File: src/rtl/ddr_tx_pkg.sv
// Shared types and defaults for the DDR transmit serializer.
package ddr_tx_pkg;
  typedef enum logic {IDLE = 1'b0, SEND = 1'b1} state_e;

  localparam int DW_DEF    = 8;
  localparam int DEPTH_DEF = 4;

  // Beat counter indexes DW/2 bit pairs; keep at least one bit for DW=2.
  function automatic int beat_w(input int dw);
    return (dw / 2 > 1) ? $clog2(dw / 2) : 1;
  endfunction
endpackage

File: src/rtl/ddr_tx_fifo.sv
// Small synchronous FIFO feeding the serializer; pop returns the oldest word.
module ddr_tx_fifo
  import ddr_tx_pkg::*;
#(
  parameter int DW    = DW_DEF,
  parameter int DEPTH = DEPTH_DEF
) (
  input  logic                     clk,
  input  logic                     rst_n,
  input  logic                     push,
  input  logic [DW-1:0]            wdata,
  input  logic                     pop,
  output logic [DW-1:0]            rdata,
  output logic                     full,
  output logic                     empty,
  output logic [$clog2(DEPTH):0]   count
);
  localparam int AW = $clog2(DEPTH);
  localparam int CW = AW + 1;

  logic [DEPTH-1:0][DW-1:0] mem_q, mem_d;
  logic [AW-1:0]            wr_q, wr_d, rd_q, rd_d;
  logic [CW-1:0]            cnt_q, cnt_d;
  logic                     do_push, do_pop;

  assign full  = (cnt_q == CW'(DEPTH));
  assign empty = (cnt_q == '0);
  assign count = cnt_q;
  assign rdata = mem_q[rd_q];

  always_comb begin
    mem_d   = mem_q;
    wr_d    = wr_q;
    rd_d    = rd_q;
    do_push = push && !full;
    do_pop  = pop && !empty;
    if (do_push) begin
      mem_d[wr_q] = wdata;
      wr_d        = wr_q + AW'(1);
    end
    if (do_pop) rd_d = rd_q + AW'(1);
    cnt_d = cnt_q + CW'(do_push) - CW'(do_pop);
  end

  always_ff @(posedge clk or negedge rst_n) begin
    if (!rst_n) begin
      mem_q <= '0;
      wr_q  <= '0;
      rd_q  <= '0;
      cnt_q <= '0;
    end else begin
      mem_q <= mem_d;
      wr_q  <= wr_d;
      rd_q  <= rd_d;
      cnt_q <= cnt_d;
    end
  end
endmodule

File: src/rtl/ddr_tx_serializer.sv
// Serializes FIFO words onto a DDR pin, two bits per clock, LSB first.
module ddr_tx_serializer
  import ddr_tx_pkg::*;
#(
  parameter int DW    = DW_DEF,
  parameter int DEPTH = DEPTH_DEF
) (
  input  logic                   clk,
  input  logic                   rst_n,
  input  logic [DW-1:0]          in_data,
  input  logic                   in_valid,
  output logic                   in_ready,
  input  logic                   en,
  output logic                   dq,
  output logic                   dq_frame,
  output logic                   busy,
  output logic [$clog2(DEPTH):0] fifo_count
);
  localparam int BW = beat_w(DW);
  localparam logic [BW-1:0] LAST = BW'(DW / 2 - 1);

  logic          pop, full, empty;
  logic [DW-1:0] rdata;

  state_e        state_q, state_d;
  logic [DW-1:0] shift_q, shift_d;
  logic [BW-1:0] beat_q, beat_d;
  logic          p_q, p_d, n_q, n_d, odd_q, odd_d;
  logic          frame_q, frame_d, busy_q, busy_d;

  ddr_tx_fifo #(.DW(DW), .DEPTH(DEPTH)) u_fifo (
    .clk   (clk),
    .rst_n (rst_n),
    .push  (in_valid),
    .wdata (in_data),
    .pop   (pop),
    .rdata (rdata),
    .full  (full),
    .empty (empty),
    .count (fifo_count)
  );

  assign in_ready = !full;
  assign dq       = p_q ^ n_q;
  assign dq_frame = frame_q;
  assign busy     = busy_q;

  always_comb begin
    state_d = state_q;
    shift_d = shift_q;
    beat_d  = beat_q;
    pop     = 1'b0;
    frame_d = 1'b0;
    odd_d   = 1'b0;
    // Even bit of zero keeps dq at 0 while nothing is transmitted.
    p_d     = n_q;
    unique case (state_q)
      IDLE: begin
        if (en && !empty) begin
          pop     = 1'b1;
          shift_d = rdata;
          beat_d  = '0;
          state_d = SEND;
        end
      end
      SEND: begin
        frame_d = 1'b1;
        p_d     = shift_q[0] ^ n_q;
        odd_d   = shift_q[1];
        shift_d = shift_q >> 2;
        beat_d  = beat_q + BW'(1);
        if (beat_q == LAST) begin
          if (en && !empty) begin
            pop     = 1'b1;
            shift_d = rdata;
            beat_d  = '0;
          end else begin
            state_d = IDLE;
          end
        end
      end
      default: state_d = IDLE;
    endcase
    busy_d = frame_d;
    n_d    = odd_q ^ p_q;
  end

  always_ff @(posedge clk or negedge rst_n) begin
    if (!rst_n) begin
      state_q <= IDLE;
      shift_q <= '0;
      beat_q  <= '0;
      p_q     <= 1'b0;
      odd_q   <= 1'b0;
      frame_q <= 1'b0;
      busy_q  <= 1'b0;
    end else begin
      state_q <= state_d;
      shift_q <= shift_d;
      beat_q  <= beat_d;
      p_q     <= p_d;
      odd_q   <= odd_d;
      frame_q <= frame_d;
      busy_q  <= busy_d;
    end
  end

  // Low-phase half of the XOR pair; odd_q is stable since the preceding posedge.
  always_ff @(negedge clk or negedge rst_n) begin
    if (!rst_n) n_q <= 1'b0;
    else        n_q <= n_d;
  end
endmodule
File: config.mk
export PLATFORM = sky130hd
export DESIGN_NAME = ddr_tx_serializer
export DESIGN_NICKNAME = d
export VERILOG_FILES = /design/src/rtl/ddr_tx_pkg.sv /design/src/rtl/ddr_tx_fifo.sv /design/src/rtl/ddr_tx_serializer.sv
export SDC_FILE = /design/constraint.sdc
export NUM_CORES = 1
export LEC_CHECK = 0
export CAP_MARGIN = 30
export CORE_MARGIN = 2
export CORE_UTILIZATION = 45
export DETAILED_ROUTE_END_ITERATION = 8
export PLACE_DENSITY = 0.67
export SKIP_LAST_GASP = 1
export SLEW_MARGIN = 10
export SYNTH_ARGS = -nofsm -noshare
export SYNTH_HDL_FRONTEND = slang
export SYNTH_SLANG_ARGS = --single-unit
export TNS_END_PERCENT = 30
File: constraint.sdc
create_clock -name clk -period 3.9 [get_ports clk]
set_input_delay 1.17 -clock clk [delete_from_list [all_inputs] [get_ports clk]]
set_output_delay 1.17 -clock clk [all_outputs]
set_load 0.1 [all_outputs]
### Word level (Yosys, flattened, before mapping)

Index checks and enable logic that the tools add are counted.

| storage, ports and cells | value |
|---|---|
| output and inout bits | 7 |
| logic and storage cells | 57 |
| register bits | 54 |
| memory bits (writable) | 0 |
| memories | 0 |
| bits in read-only memories | 0 |
| bits in latches | 0 |
| input port bits | 12 |

| operators by class | value |
|---|---|
| $add $sub $neg | 5 |
| muxes and demuxes | 21 |
| shift-type cells | 0 |
| divide/modulo/power cells | 0 |
| equal/unequal tests | 3 |
| bitwise gates (word level) | 4 |
| $lt $le $gt $ge | 3 |
| reduce and logical (&&, ||, !) cells | 7 |
| $mul | 0 |

Operators with widths:

| kind | count |
|---|---|
| $mux W8 | 5 |
| $bwmux W32 | 1 |
| $bmux W8 S2 | 1 |
| $demux W8 S2 | 1 |
| $pmux W8 S2 | 1 |
| $add A2 B1 Y2 const B | 3 |
| $lt A2 B3 Y1 const B | 2 |
| $mux W1 | 6 |
| $mux W2 | 3 |
| $logic_and A1 B1 Y1 | 4 |
| $pmux W1 S2 | 2 |
| $pmux W2 S2 | 1 |
| $add A3 B1 Y3 | 1 |
| $eq A3 B3 Y1 const B | 1 |
| $logic_not A3 Y1 | 1 |
| $sub A3 B1 Y3 | 1 |
| $xor A1 B1 Y1 | 3 |
| $eq A2 B2 Y1 const B | 1 |
| $ge A2 B1 Y1 const B | 1 |
| $logic_not A1 Y1 | 2 |
| $ne A2 B2 Y1 const B | 1 |
| $not A1 Y1 | 1 |

### Logic depth before layout (Yosys ltp)

| logic depth | value |
|---|---|
| depth in word-level cells | 8 |
| mapped depth | 11 |
| gate-level depth less buffers | 10 |

### Modules after synthesis

A second synthesis with hierarchy kept.

| unflattened totals | value |
|---|---|
| cell total of the unflattened synthesis | 306 |
| area total of the unflattened synthesis | 3465.8 sq um |

Modules (own cells, without submodules):

| module | sequential area each (sq um) | cells each | area an instance (sq um) | instances |
|---|---|---|---|---|
| ddr_tx_fifo | 975.9 | 237 | 2711.4 | 1 |
| ddr_tx_serializer | 375.4 | 69 | 754.5 | 1 |

==> out/qor.yml <==
dpl_cell_area_sq_um: 2720
path_clk_slew_ns: 0.09
syn2layout_area_growth_pct: 14.9
setup_viol: 1
layout-drive-gt1-share: 0.348
grt_pass1_vias: 1475
die_h_um: 78.1
relSlewSlack: 0.359
setup_tns_ns: -0.402
rsz0062_at_grt: "true"
antenna_cells: 0
dieArea_sq_um: 6090
ant_nets: 0
layout.nets: 206
grt_use_total: 0.157
ctsHoldBuffers: 0
synthXorXnorAreaFrac: 0.0284
grt_max_degree: 54
arrival_ns: 3.13
core_sq_um: 5200
syn-num-nets: 185
num_io_pins: 19
drc: 0
clock-sinks: 54
yosys_warnings: 0
die-width_um: 78.1
path_max_fanout: 2
finalWorstSetupSlack_ns: -0.402
place_ws_ns: -0.0923
hpwlAfterDp_um: 2940
synth_top_area_cell: "dfrtp_1"
synth_top_family_by_area: "multiplexers"
powerDensity_nw_per_um2: 942
final_cell_area_sq_um: 2840
cts.path.max_buffers: 2
final_common_cell: "dfrtp_1"
tightest_slew_ns: 0.958
critPathKind: "flop to primary output"
vias: 1355
gp_congestion: 0.731
wl_um: 4170
drt-vias-per-instance: 5.27
start_kind: "flop"
cts_root_buf: "clkbuf_8"
synth_mux_area_frac: 0.236
portBuffers: 18
synthSimpleGateAreaFrac: 0.0689
cts_tree: "done"
hold_class: "flop to flop"
setup.worst_path.end_class: "primary output"
syn-instance-count: 165
p_leak_nw: 1.28
yosysSeqAreaShare: 0.547
drtIter0Drc: 51
initial_core_util: 0.474
syn-cell-area_sq_um: 2470
utilization: 0.545
synth_area_per_cell_sq_um: 15.0
synth_area_leaders: "dfrtp_1 (54%), mux2_2 (11%), mux4_2 (7.3%)"
final_cell_mix: "dfrtp_1 (53), mux2_2 (25), clkdlybuf4s50_1 (12), inv_1 (9)"
grt_first_pass_wirelength_um: 7260
gr-total-overflow: 0
synth_top_area_frac: 0.537
post_cts_resized: 0
required_ns: 2.73
cts_buffers: 5
avgRoutedWirePerCell_um: 16.2
maxCapViolCount: 0
synthAdderAreaFrac: 0.0436
rows: 26
vdd_ir_drop_max_uv: 468
final-hold-violation-count: 0
firstDrtPassIters: 4
synth_compound_area_frac: 0.0421
slew_violations: 0
run_status: "complete, but fails checks"
violations: "setup timing"
ys_ff_latch: 54
clk_latency_ns: 0.30
finalClockSkew_ns: 0.00791
synth.distinct_cells: 27
htreeDepth: 2
antenna_found_initial: 0
[cells in the mapped netlist]
cell type,instances
a221o_1,6
a22o_1,4
and2_1,7
and3_1,6
and3_4,1
buf_2,1
buf_4,1
buf_6,2
clkbuf_1,4
dfrtn_1,1
dfrtp_1,53
fa_1,1
ha_1,7
inv_1,9
mux2_2,25
mux2_4,8
mux4_2,8
nand2_1,4
nand2b_1,1
nand3_1,1
nand3_2,3
nor2_2,1
nor2b_1,1
o31a_1,1
or3b_1,1
xnor2_1,6
xor2_1,2
[sequential cells by signal (all words and copies together) (netlist names)]
| signal | flops |
|---|---|
| n_q | 1 |
| u_fifo.wr_q | 2 |
| busy | 1 |
| u_fifo.rd_q | 2 |
| beat_q | 2 |
| u_fifo.count | 3 |
| shift_q | 8 |
| state_q | 1 |
| odd_q | 1 |
| p_q | 1 |
| u_fifo.mem_q | 32 |
[power breakdown]
part / switching (mW) / leakage [nW] / internal, mW
sequential: 0.227 / 0.649 / 0.836
combinational: 0.645 / 0.574 / 0.625
clock: 0.173 / 0.0544 / 0.163
[critical path, stage by stage, from the launching register on]
cell	delay, ns
dfrtn_1	0.50
xor2_4	0.19
buf_12	0.19
[layer usage]
layer / GRT usage / share of wire / vias to the layer above
li1: - / - / 624
met1: 0.191 / 0.43 / 698
met2: 0.276 / 0.52 / 27
met3: 0.0391 / 0.035 / 6
met4: 0.0474 / 0.012 / 0
met5: 0 / 0 / -
[path summary, 6_finish.rpt]
| kind | end | from | slack [ns] | cells after the start |
|---|---|---|---|---|
| setup / recovery | dq | n_q | -0.40 | 2 |
| hold / removal | odd_q | shift_q[1] | 0.50 | 1 |
| setup reg to reg | p_q | n_q | 1.03 | 3 |
| hold reg to reg | odd_q | shift_q[1] | 0.50 | 1 |
| max in group asynchronous | n_q | rst_n | 1.30 | 1 |
| min in group asynchronous | u_fifo.count[2] | rst_n | 0.99 | 2 |
[cells by family (layout without fill, tap and decap cells)]
family                     Yosys count  count (layout)
and+or+nand+nor                     26              26
buffers and inverters               17              39
AOI/OAI and AO/OA                   11              11
xor gates and xnor gates             8               8
muxes                               41              41
DFF                                 54              54
adders and majority gates            8               8
[metrics by stage]
stage,hold WS (ns),power (mW),std cells
3_3_place_gp,0.476,2.29,248
2_1_floorplan,0.411,2.05,165
3_5_place_dp,0.489,2.36,248
6_report,0.500,2.67,257
4_1_cts,0.502,2.70,257
5_1_grt,0.524,2.84,257
[cell type report]
cell class | count | area [sq um]
flip-flops and latches | 54 | 1350
well taps | 70 | 87.6
clock inverters | 1 | 8.76
inverters | 9 | 33.8
repair buffers | 22 | 205
multi-input cells | 94 | 1050
fillers | 443 | 2370
clock buffers | 7 | 96.3
[repair_timing]
| item | CTS | global route |
|---|---|---|
| gates cloned | 0 | 0 |
| setup buffers | 1 | 0 |
| endpoints found under the setup margin | 1 | 1 |
| pin swaps | 0 | 0 |
(Power assumes the default switching activity.)
